## config.mk

```make
export PLATFORM = sky130hd
export DESIGN_NAME = execute_stage
export DESIGN_NICKNAME = d
export VERILOG_FILES = /design/src/rtl/execute_stage.sv
export SDC_FILE = /design/constraint.sdc
export NUM_CORES = 1
export LEC_CHECK = 0
export CAP_MARGIN = 20
export CORE_UTILIZATION = 30
export DETAILED_ROUTE_END_ITERATION = 10
export RECOVER_POWER = 50
export SLEW_MARGIN = 10
export SYNTH_ARGS = -nofsm -noshare
export SYNTH_HDL_FRONTEND = slang
export SYNTH_SLANG_ARGS = --single-unit
```

## constraint.sdc

```tcl
create_clock -name clock -period 19.1 [get_ports clock]
set_input_delay 4.775 -clock clock [delete_from_list [all_inputs] [get_ports clock]]
set_output_delay 4.775 -clock clock [all_outputs]
set_load 0.05 [all_outputs]
```

## src/rtl/execute_stage.sv

```systemverilog
// ============================================================================
//  Module      : execute_stage
//  Description : Y86-64 pipelined execute stage with E/M pipeline registers,
//                ALU, condition-code register and jump/cmov evaluation.
//                Optional macro EXEC_ALU_EXT_EN adds OPQ ifun 4 (OR) and
//                ifun 5 (ANDN).
//  Revision    : 1.0 - initial release
// ============================================================================
`default_nettype none

module execute_stage #(
    parameter int W          = 64,
    parameter int STACK_STEP = 8
) (
    input  logic         clock,
    input  logic         reset,
    input  logic         E_stall,
    input  logic         E_bubble,
    input  logic         M_bubble,
    input  logic [3:0]   D_stat,
    input  logic [3:0]   D_icode,
    input  logic [3:0]   D_ifun,
    input  logic [W-1:0] D_valC,
    input  logic [W-1:0] D_valA,
    input  logic [W-1:0] D_valB,
    input  logic [3:0]   D_dstE,
    input  logic [3:0]   D_dstM,
    input  logic [3:0]   m_stat,
    input  logic [3:0]   W_stat,
    output logic [W-1:0] e_valE,
    output logic [3:0]   e_dstE,
    output logic         e_Cnd,
    output logic [3:0]   M_stat,
    output logic [3:0]   M_icode,
    output logic         M_Cnd,
    output logic [W-1:0] M_valE,
    output logic [W-1:0] M_valA,
    output logic [3:0]   M_dstE,
    output logic [3:0]   M_dstM,
    output logic [2:0]   cc_out
);

    localparam logic [3:0] c_STAT_AOK = 4'h1;
    localparam logic [3:0] c_STAT_HLT = 4'h2;
    localparam logic [3:0] c_STAT_ADR = 4'h3;
    localparam logic [3:0] c_STAT_INS = 4'h4;

    localparam logic [3:0] c_I_NOP    = 4'h1;
    localparam logic [3:0] c_I_RRMOVQ = 4'h2;
    localparam logic [3:0] c_I_IRMOVQ = 4'h3;
    localparam logic [3:0] c_I_RMMOVQ = 4'h4;
    localparam logic [3:0] c_I_MRMOVQ = 4'h5;
    localparam logic [3:0] c_I_OPQ    = 4'h6;
    localparam logic [3:0] c_I_JXX    = 4'h7;
    localparam logic [3:0] c_I_CALL   = 4'h8;
    localparam logic [3:0] c_I_RET    = 4'h9;
    localparam logic [3:0] c_I_PUSHQ  = 4'hA;
    localparam logic [3:0] c_I_POPQ   = 4'hB;

    localparam logic [3:0] c_ALU_ADD  = 4'h0;
    localparam logic [3:0] c_ALU_SUB  = 4'h1;
    localparam logic [3:0] c_ALU_AND  = 4'h2;
    localparam logic [3:0] c_ALU_XOR  = 4'h3;
`ifdef EXEC_ALU_EXT_EN
    localparam logic [3:0] c_ALU_OR   = 4'h4;
    localparam logic [3:0] c_ALU_ANDN = 4'h5;
`endif

    localparam logic [3:0]   c_REG_NONE = 4'hF;
    localparam logic [W-1:0] c_STEP     = W'(STACK_STEP);

    // E pipeline register
    logic [3:0]   r_eStat;
    logic [3:0]   r_eIcode;
    logic [3:0]   r_eIfun;
    logic [W-1:0] r_eValC;
    logic [W-1:0] r_eValA;
    logic [W-1:0] r_eValB;
    logic [3:0]   r_eDstE;
    logic [3:0]   r_eDstM;

    // M pipeline register
    logic [3:0]   r_mStat;
    logic [3:0]   r_mIcode;
    logic         r_mCnd;
    logic [W-1:0] r_mValE;
    logic [W-1:0] r_mValA;
    logic [3:0]   r_mDstE;
    logic [3:0]   r_mDstM;

    // Condition codes
    logic r_zf;
    logic r_sf;
    logic r_of;

    logic [W-1:0] w_aluA;
    logic [W-1:0] w_aluB;
    logic [3:0]   w_aluFun;
    logic [W-1:0] w_valE;
    logic         w_of;
    logic         w_zf;
    logic         w_sf;
    logic         w_setCc;
    logic         w_cond;
    logic         w_cnd;
    logic [3:0]   w_dstE;

    always_ff @(posedge clock or posedge reset) begin
        if (reset) begin
            r_eStat  <= c_STAT_AOK;
            r_eIcode <= c_I_NOP;
            r_eIfun  <= 4'h0;
            r_eValC  <= '0;
            r_eValA  <= '0;
            r_eValB  <= '0;
            r_eDstE  <= c_REG_NONE;
            r_eDstM  <= c_REG_NONE;
        end else if (E_bubble) begin
            r_eStat  <= c_STAT_AOK;
            r_eIcode <= c_I_NOP;
            r_eIfun  <= 4'h0;
            r_eValC  <= '0;
            r_eValA  <= '0;
            r_eValB  <= '0;
            r_eDstE  <= c_REG_NONE;
            r_eDstM  <= c_REG_NONE;
        end else if (!E_stall) begin
            r_eStat  <= D_stat;
            r_eIcode <= D_icode;
            r_eIfun  <= D_ifun;
            r_eValC  <= D_valC;
            r_eValA  <= D_valA;
            r_eValB  <= D_valB;
            r_eDstE  <= D_dstE;
            r_eDstM  <= D_dstM;
        end
    end

    always_comb begin
        w_aluA = '0;
        case (r_eIcode)
            c_I_RRMOVQ, c_I_OPQ:                w_aluA = r_eValA;
            c_I_IRMOVQ, c_I_RMMOVQ, c_I_MRMOVQ: w_aluA = r_eValC;
            c_I_CALL, c_I_PUSHQ:                w_aluA = -c_STEP;
            c_I_RET, c_I_POPQ:                  w_aluA = c_STEP;
            default:                            w_aluA = '0;
        endcase
    end

    always_comb begin
        w_aluB = '0;
        case (r_eIcode)
            c_I_RMMOVQ, c_I_MRMOVQ, c_I_OPQ, c_I_CALL,
            c_I_RET, c_I_PUSHQ, c_I_POPQ:       w_aluB = r_eValB;
            default:                            w_aluB = '0;
        endcase
    end

    assign w_aluFun = (r_eIcode == c_I_OPQ) ? r_eIfun : c_ALU_ADD;

    // Undefined OPQ functions yield zero with OF clear, so CC still sees ZF=1
    always_comb begin
        w_valE = '0;
        w_of   = 1'b0;
        case (w_aluFun)
            c_ALU_ADD: begin
                w_valE = w_aluB + w_aluA;
                w_of   = (w_aluA[W-1] == w_aluB[W-1]) && (w_valE[W-1] != w_aluA[W-1]);
            end
            c_ALU_SUB: begin
                w_valE = w_aluB - w_aluA;
                w_of   = (w_aluA[W-1] != w_aluB[W-1]) && (w_valE[W-1] != w_aluB[W-1]);
            end
            c_ALU_AND: w_valE = w_aluB & w_aluA;
            c_ALU_XOR: w_valE = w_aluB ^ w_aluA;
`ifdef EXEC_ALU_EXT_EN
            c_ALU_OR:   w_valE = w_aluB | w_aluA;
            c_ALU_ANDN: w_valE = w_aluB & ~w_aluA;
`endif
            default: begin
                w_valE = '0;
                w_of   = 1'b0;
            end
        endcase
    end

    assign w_zf = (w_valE == '0);
    assign w_sf = w_valE[W-1];

    // Suppress CC writes once an exception is in flight downstream
    assign w_setCc = (r_eIcode == c_I_OPQ)
                   && (m_stat != c_STAT_HLT) && (m_stat != c_STAT_ADR) && (m_stat != c_STAT_INS)
                   && (W_stat != c_STAT_HLT) && (W_stat != c_STAT_ADR) && (W_stat != c_STAT_INS);

    always_ff @(posedge clock or posedge reset) begin
        if (reset) begin
            r_zf <= 1'b1;
            r_sf <= 1'b0;
            r_of <= 1'b0;
        end else if (w_setCc) begin
            r_zf <= w_zf;
            r_sf <= w_sf;
            r_of <= w_of;
        end
    end

    always_comb begin
        w_cond = 1'b0;
        case (r_eIfun)
            4'h0:    w_cond = 1'b1;
            4'h1:    w_cond = (r_sf ^ r_of) | r_zf;
            4'h2:    w_cond = r_sf ^ r_of;
            4'h3:    w_cond = r_zf;
            4'h4:    w_cond = ~r_zf;
            4'h5:    w_cond = ~(r_sf ^ r_of);
            4'h6:    w_cond = ~(r_sf ^ r_of) & ~r_zf;
            default: w_cond = 1'b0;
        endcase
    end

    assign w_cnd  = ((r_eIcode == c_I_JXX) || (r_eIcode == c_I_RRMOVQ)) ? w_cond : 1'b0;
    assign w_dstE = ((r_eIcode == c_I_RRMOVQ) && !w_cnd) ? c_REG_NONE : r_eDstE;

    always_ff @(posedge clock or posedge reset) begin
        if (reset) begin
            r_mStat  <= c_STAT_AOK;
            r_mIcode <= c_I_NOP;
            r_mCnd   <= 1'b0;
            r_mValE  <= '0;
            r_mValA  <= '0;
            r_mDstE  <= c_REG_NONE;
            r_mDstM  <= c_REG_NONE;
        end else if (M_bubble) begin
            r_mStat  <= c_STAT_AOK;
            r_mIcode <= c_I_NOP;
            r_mCnd   <= 1'b0;
            r_mValE  <= '0;
            r_mValA  <= '0;
            r_mDstE  <= c_REG_NONE;
            r_mDstM  <= c_REG_NONE;
        end else begin
            r_mStat  <= r_eStat;
            r_mIcode <= r_eIcode;
            r_mCnd   <= w_cnd;
            r_mValE  <= w_valE;
            r_mValA  <= r_eValA;
            r_mDstE  <= w_dstE;
            r_mDstM  <= r_eDstM;
        end
    end

    assign e_valE  = w_valE;
    assign e_dstE  = w_dstE;
    assign e_Cnd   = w_cnd;
    assign M_stat  = r_mStat;
    assign M_icode = r_mIcode;
    assign M_Cnd   = r_mCnd;
    assign M_valE  = r_mValE;
    assign M_valA  = r_mValA;
    assign M_dstE  = r_mDstE;
    assign M_dstM  = r_mDstM;
    assign cc_out  = {r_zf, r_sf, r_of};

endmodule

`default_nettype wire

```

==> out/qor.yml <==
cts.sinks: 360
ir_drop_mv: 0.0687
cap_viol_max_count: 9
synthXorXnorAreaFrac_pct: 0.692
path_max_fanout: 32
avgViaCountPerCell: 5.61
cts_buffer_depth: 3
max_stage_delay_ps: 870
die_w_um: 292
setup_slack_ps: 6580
critical_path.cell_chain: "nand2_1 > nor2_1 > a21oi_1 > nor2_4 > buf_4 > a221oi_1 > ha_1 > inv_1 > o31ai_1 > a211oi_1 > o21ai_0 > nand2_1 > a21oi_1 > a31oi_1 > o311ai_0 > a211oi_1 > xnor2_1 > o21ai_1 > clkdlybuf4s50_1"
fin_worst_skew_ps: 38.5
core_area_um2: 83600
postCtsSetupBuffers: 0
slew_violations: 607
leakage_nw: 15.1
critPathSlowestCell: "clkdlybuf4s50_1"
num_io_pins: 442
start_util_pct: 30.3
synth_compound_area_share_pct: 21.3
gp_congestion: 1.00
cp_top_family: "compound AO/OA/AOI/OAI gates"
syn_nets: 3328
syn-cell-area_um2: 25300
clockRootBuffer: "clkbuf_16"
num_vias: 24800
path_clk_slew_ps: 60
period_minus_slack_ps: 12520
syn_inst: 2965
violations: "capacitance limit, slew limit"
grt_max_degree: 114
critical_path_buf_inv_count: 3
rsz0062_at_grt: "no"
tns_ps: 0
synth_warnings: 0
yosys_most_used_dff: "dfrtp_1"
critPathKind: "reg -> out"
end_kind: "output pin"
mostFrequentLayoutCell: "clkdlybuf4s50_1"
cts_buffers: 45
synth-seq-cells: 360
drive_gt1_share_pct: 6.52
cts_hold_buf: 0
hold_viol: 0
worst_slew_pin_slew_ps: 5120
status: "finished, violations left"
grtUsageTotal_pct: 26.3
startpoint_type: "flop"
insertion_delay_ps: 620
avgSynthCellArea_um2: 8.54
fp.dieH_um: 292
r2r_start: "r_eIcode[0]$_DFFE_PP1P_"
synth.distinct_cells: 100
r2r_setup_slack_ps: 11930
synth_mux_area_share_pct: 8.77
area_growth_syn_to_layout_pct: 27.1
place_ws_ps: 7380
dpl.hpwl_um: 88600
drc: 0
htreeDepth: 2
synth_top_family_by_area: "compound AO/OA/AOI/OAI gates"
finalSetupViolations: 0
cts_resized: 0
synth-edff-count: 0
wl_um: 115000
grt_pass1_wl_um: 168000
reg2reg_to: "r_zf$_DFFE_PP1P_"
synth-simple-area-share_pct: 21.0
dieArea_um2: 85500
hold_class: "reg -> reg"
cts_tree: "built"
final_core_util_pct: 38.5
yosysSeqAreaShare_pct: 35.7
ff2ff_path_depth: 20
route.antenna.remaining_nets: 0
min_delay_path_depth: 1
async_flop_share_pct: 100
layout_common_cells: "437 x clkdlybuf4s50_1, 368 x nor2_1, 337 x dfrtp_1, 217 x a21oi_1, 215 x mux2i_1"
post_drt_wl_per_cell_um: 26.0
drt_pre_antenna_iters: 8
nNetsFinal: 3667
synthAdderAreaFrac_pct: 6.88
drtIter0Drc: 2259
antenna_found_initial: 3
max-slew-margin-rel_pct: -243
crit_required_ps: 14320
powerDensity_nw_per_um2: 75.4
hold_end: "M_stat[3]$_DFF_PP0_"
grt_pass1_vias: 24100
arrival_ps: 7740
grt-ovfl-total: 0
io_buffer_count: 441
post-route-period-util_pct: 65.5
fmax_ghz: 0.0799
placementRows: 106
min_from: "r_eStat[3]$_DFFE_PP0P_"
report_power, final:
| part | internal [mW] | switching, mW | total (mW) | leakage, nW |
|---|---|---|---|---|
| logic | 0.247 | 0.468 | 0.716 | 9.56 |
| registers | 0.804 | 0.0308 | 0.835 | 4.77 |
| clock network | 0.500 | 0.376 | 0.876 | 0.748 |
| total | 1.55 | 0.875 | 2.43 | 15.1 |
metal layers:
layer,track usage [%],vias up,wire length [µm]
met5,0,-,0
met4,11.5,0,5440
met3,4.02,201,7640
met2,45.2,1105,56300
met1,32.4,12200,45800
li1,-,11300,-
worst max-delay path by stage:
stage,startpoint,endpoint,slack (ps),cells after the start
CTS,r_eIcode[0]$_DFFE_PP1P_,e_valE[61],6740,19
floorplan,reset,M_Cnd$_DFF_PP0_,4370,1
global placement,r_eIcode[0]$_DFFE_PP1P_,e_valE[61],7470,19
global route,r_eIcode[0]$_DFFE_PP1P_,e_valE[61],6150,19
detailed placement,r_eIcode[0]$_DFFE_PP1P_,e_valE[61],7380,19
finish,r_eIcode[0]$_DFFE_PP1P_,e_valE[61],6580,19
cell families after synthesis:
logic type	after synthesis
multiplexers	221
buffers and inverters	360
AND/OR/NAND/NOR	1079
adder cells (fa/ha/maj)	138
flip-flops	360
AO/OA/AOI/OAI	787
XOR/XNOR	20
final cells by class:
class / count / area, µm²
clock inverter: 20 / 221
tap: 1080 / 1350
sequential: 360 / 9040
multi-input combinational: 2245 / 14900
fill: 8523 / 51400
antenna: 3 / 7.51
clock buffer: 64 / 1310
timing repair buffer: 492 / 4760
inverter: 160 / 602
per-stage QoR:
step | total power, mW | hold slack, ps | area [µm²] | std cells
finish | 2.43 | 493 | 32200 | 4424
global route | 2.53 | 523 | 32200 | 4424
CTS | 2.44 | 495 | 32200 | 4421
detailed placement | 1.55 | 482 | 30700 | 4337
global placement | 1.55 | 468 | 30700 | 4336
floorplan | 1.28 | 464 | 25300 | 2965
synth_stat cells, drive strengths merged, types with 7 or more instances:
cell / count / area (µm²)
nor2: 374 / 1410
dfrtp: 339 / 8480
a21oi: 221 / 1120
mux2i: 215 / 2150
nor2b: 205 / 1280
nand2: 194 / 731
inv: 159 / 597
ha: 136 / 1700
clkbuf: 134 / 503
o21ai: 129 / 649
a221oi: 70 / 619
buf: 66 / 335
nor3: 58 / 300
nand3: 55 / 275
nand4: 39 / 259
o31ai: 39 / 293
nor4: 38 / 257
a31oi: 34 / 228
o211ai: 32 / 240
a211oi: 30 / 240
a21o: 28 / 210
or2: 25 / 156
o21bai: 24 / 180
and3: 21 / 131
dfstp: 21 / 552
a211o: 16 / 140
nand2b: 16 / 100
xnor2: 15 / 131
or3: 14 / 92.6
a221o: 13 / 130
o21a: 13 / 97.6
a21boi: 12 / 90.1
a311oi: 10 / 87.6
o22ai: 10 / 62.6
o31a: 10 / 87.6
a22oi: 9 / 67.6
o2111ai: 9 / 78.8
a311o: 7 / 70.1
o221ai: 7 / 61.3
o311ai: 7 / 61.3
or4: 7 / 52.6
registers in the layout, indices dropped and copies added, names as in the netlist:
register  flops
M_Cnd         1
M_dstE        4
M_dstM        4
M_icode       4
M_stat        4
M_valA       64
M_valE       64
r_eDstE       4
r_eDstM       4
r_eIcode      4
r_eIfun       4
r_eStat       4
r_eValA      64
r_eValB      64
r_eValC      64
r_of          1
r_sf          1
r_zf          1
Power figures use the tool's default switching activity.
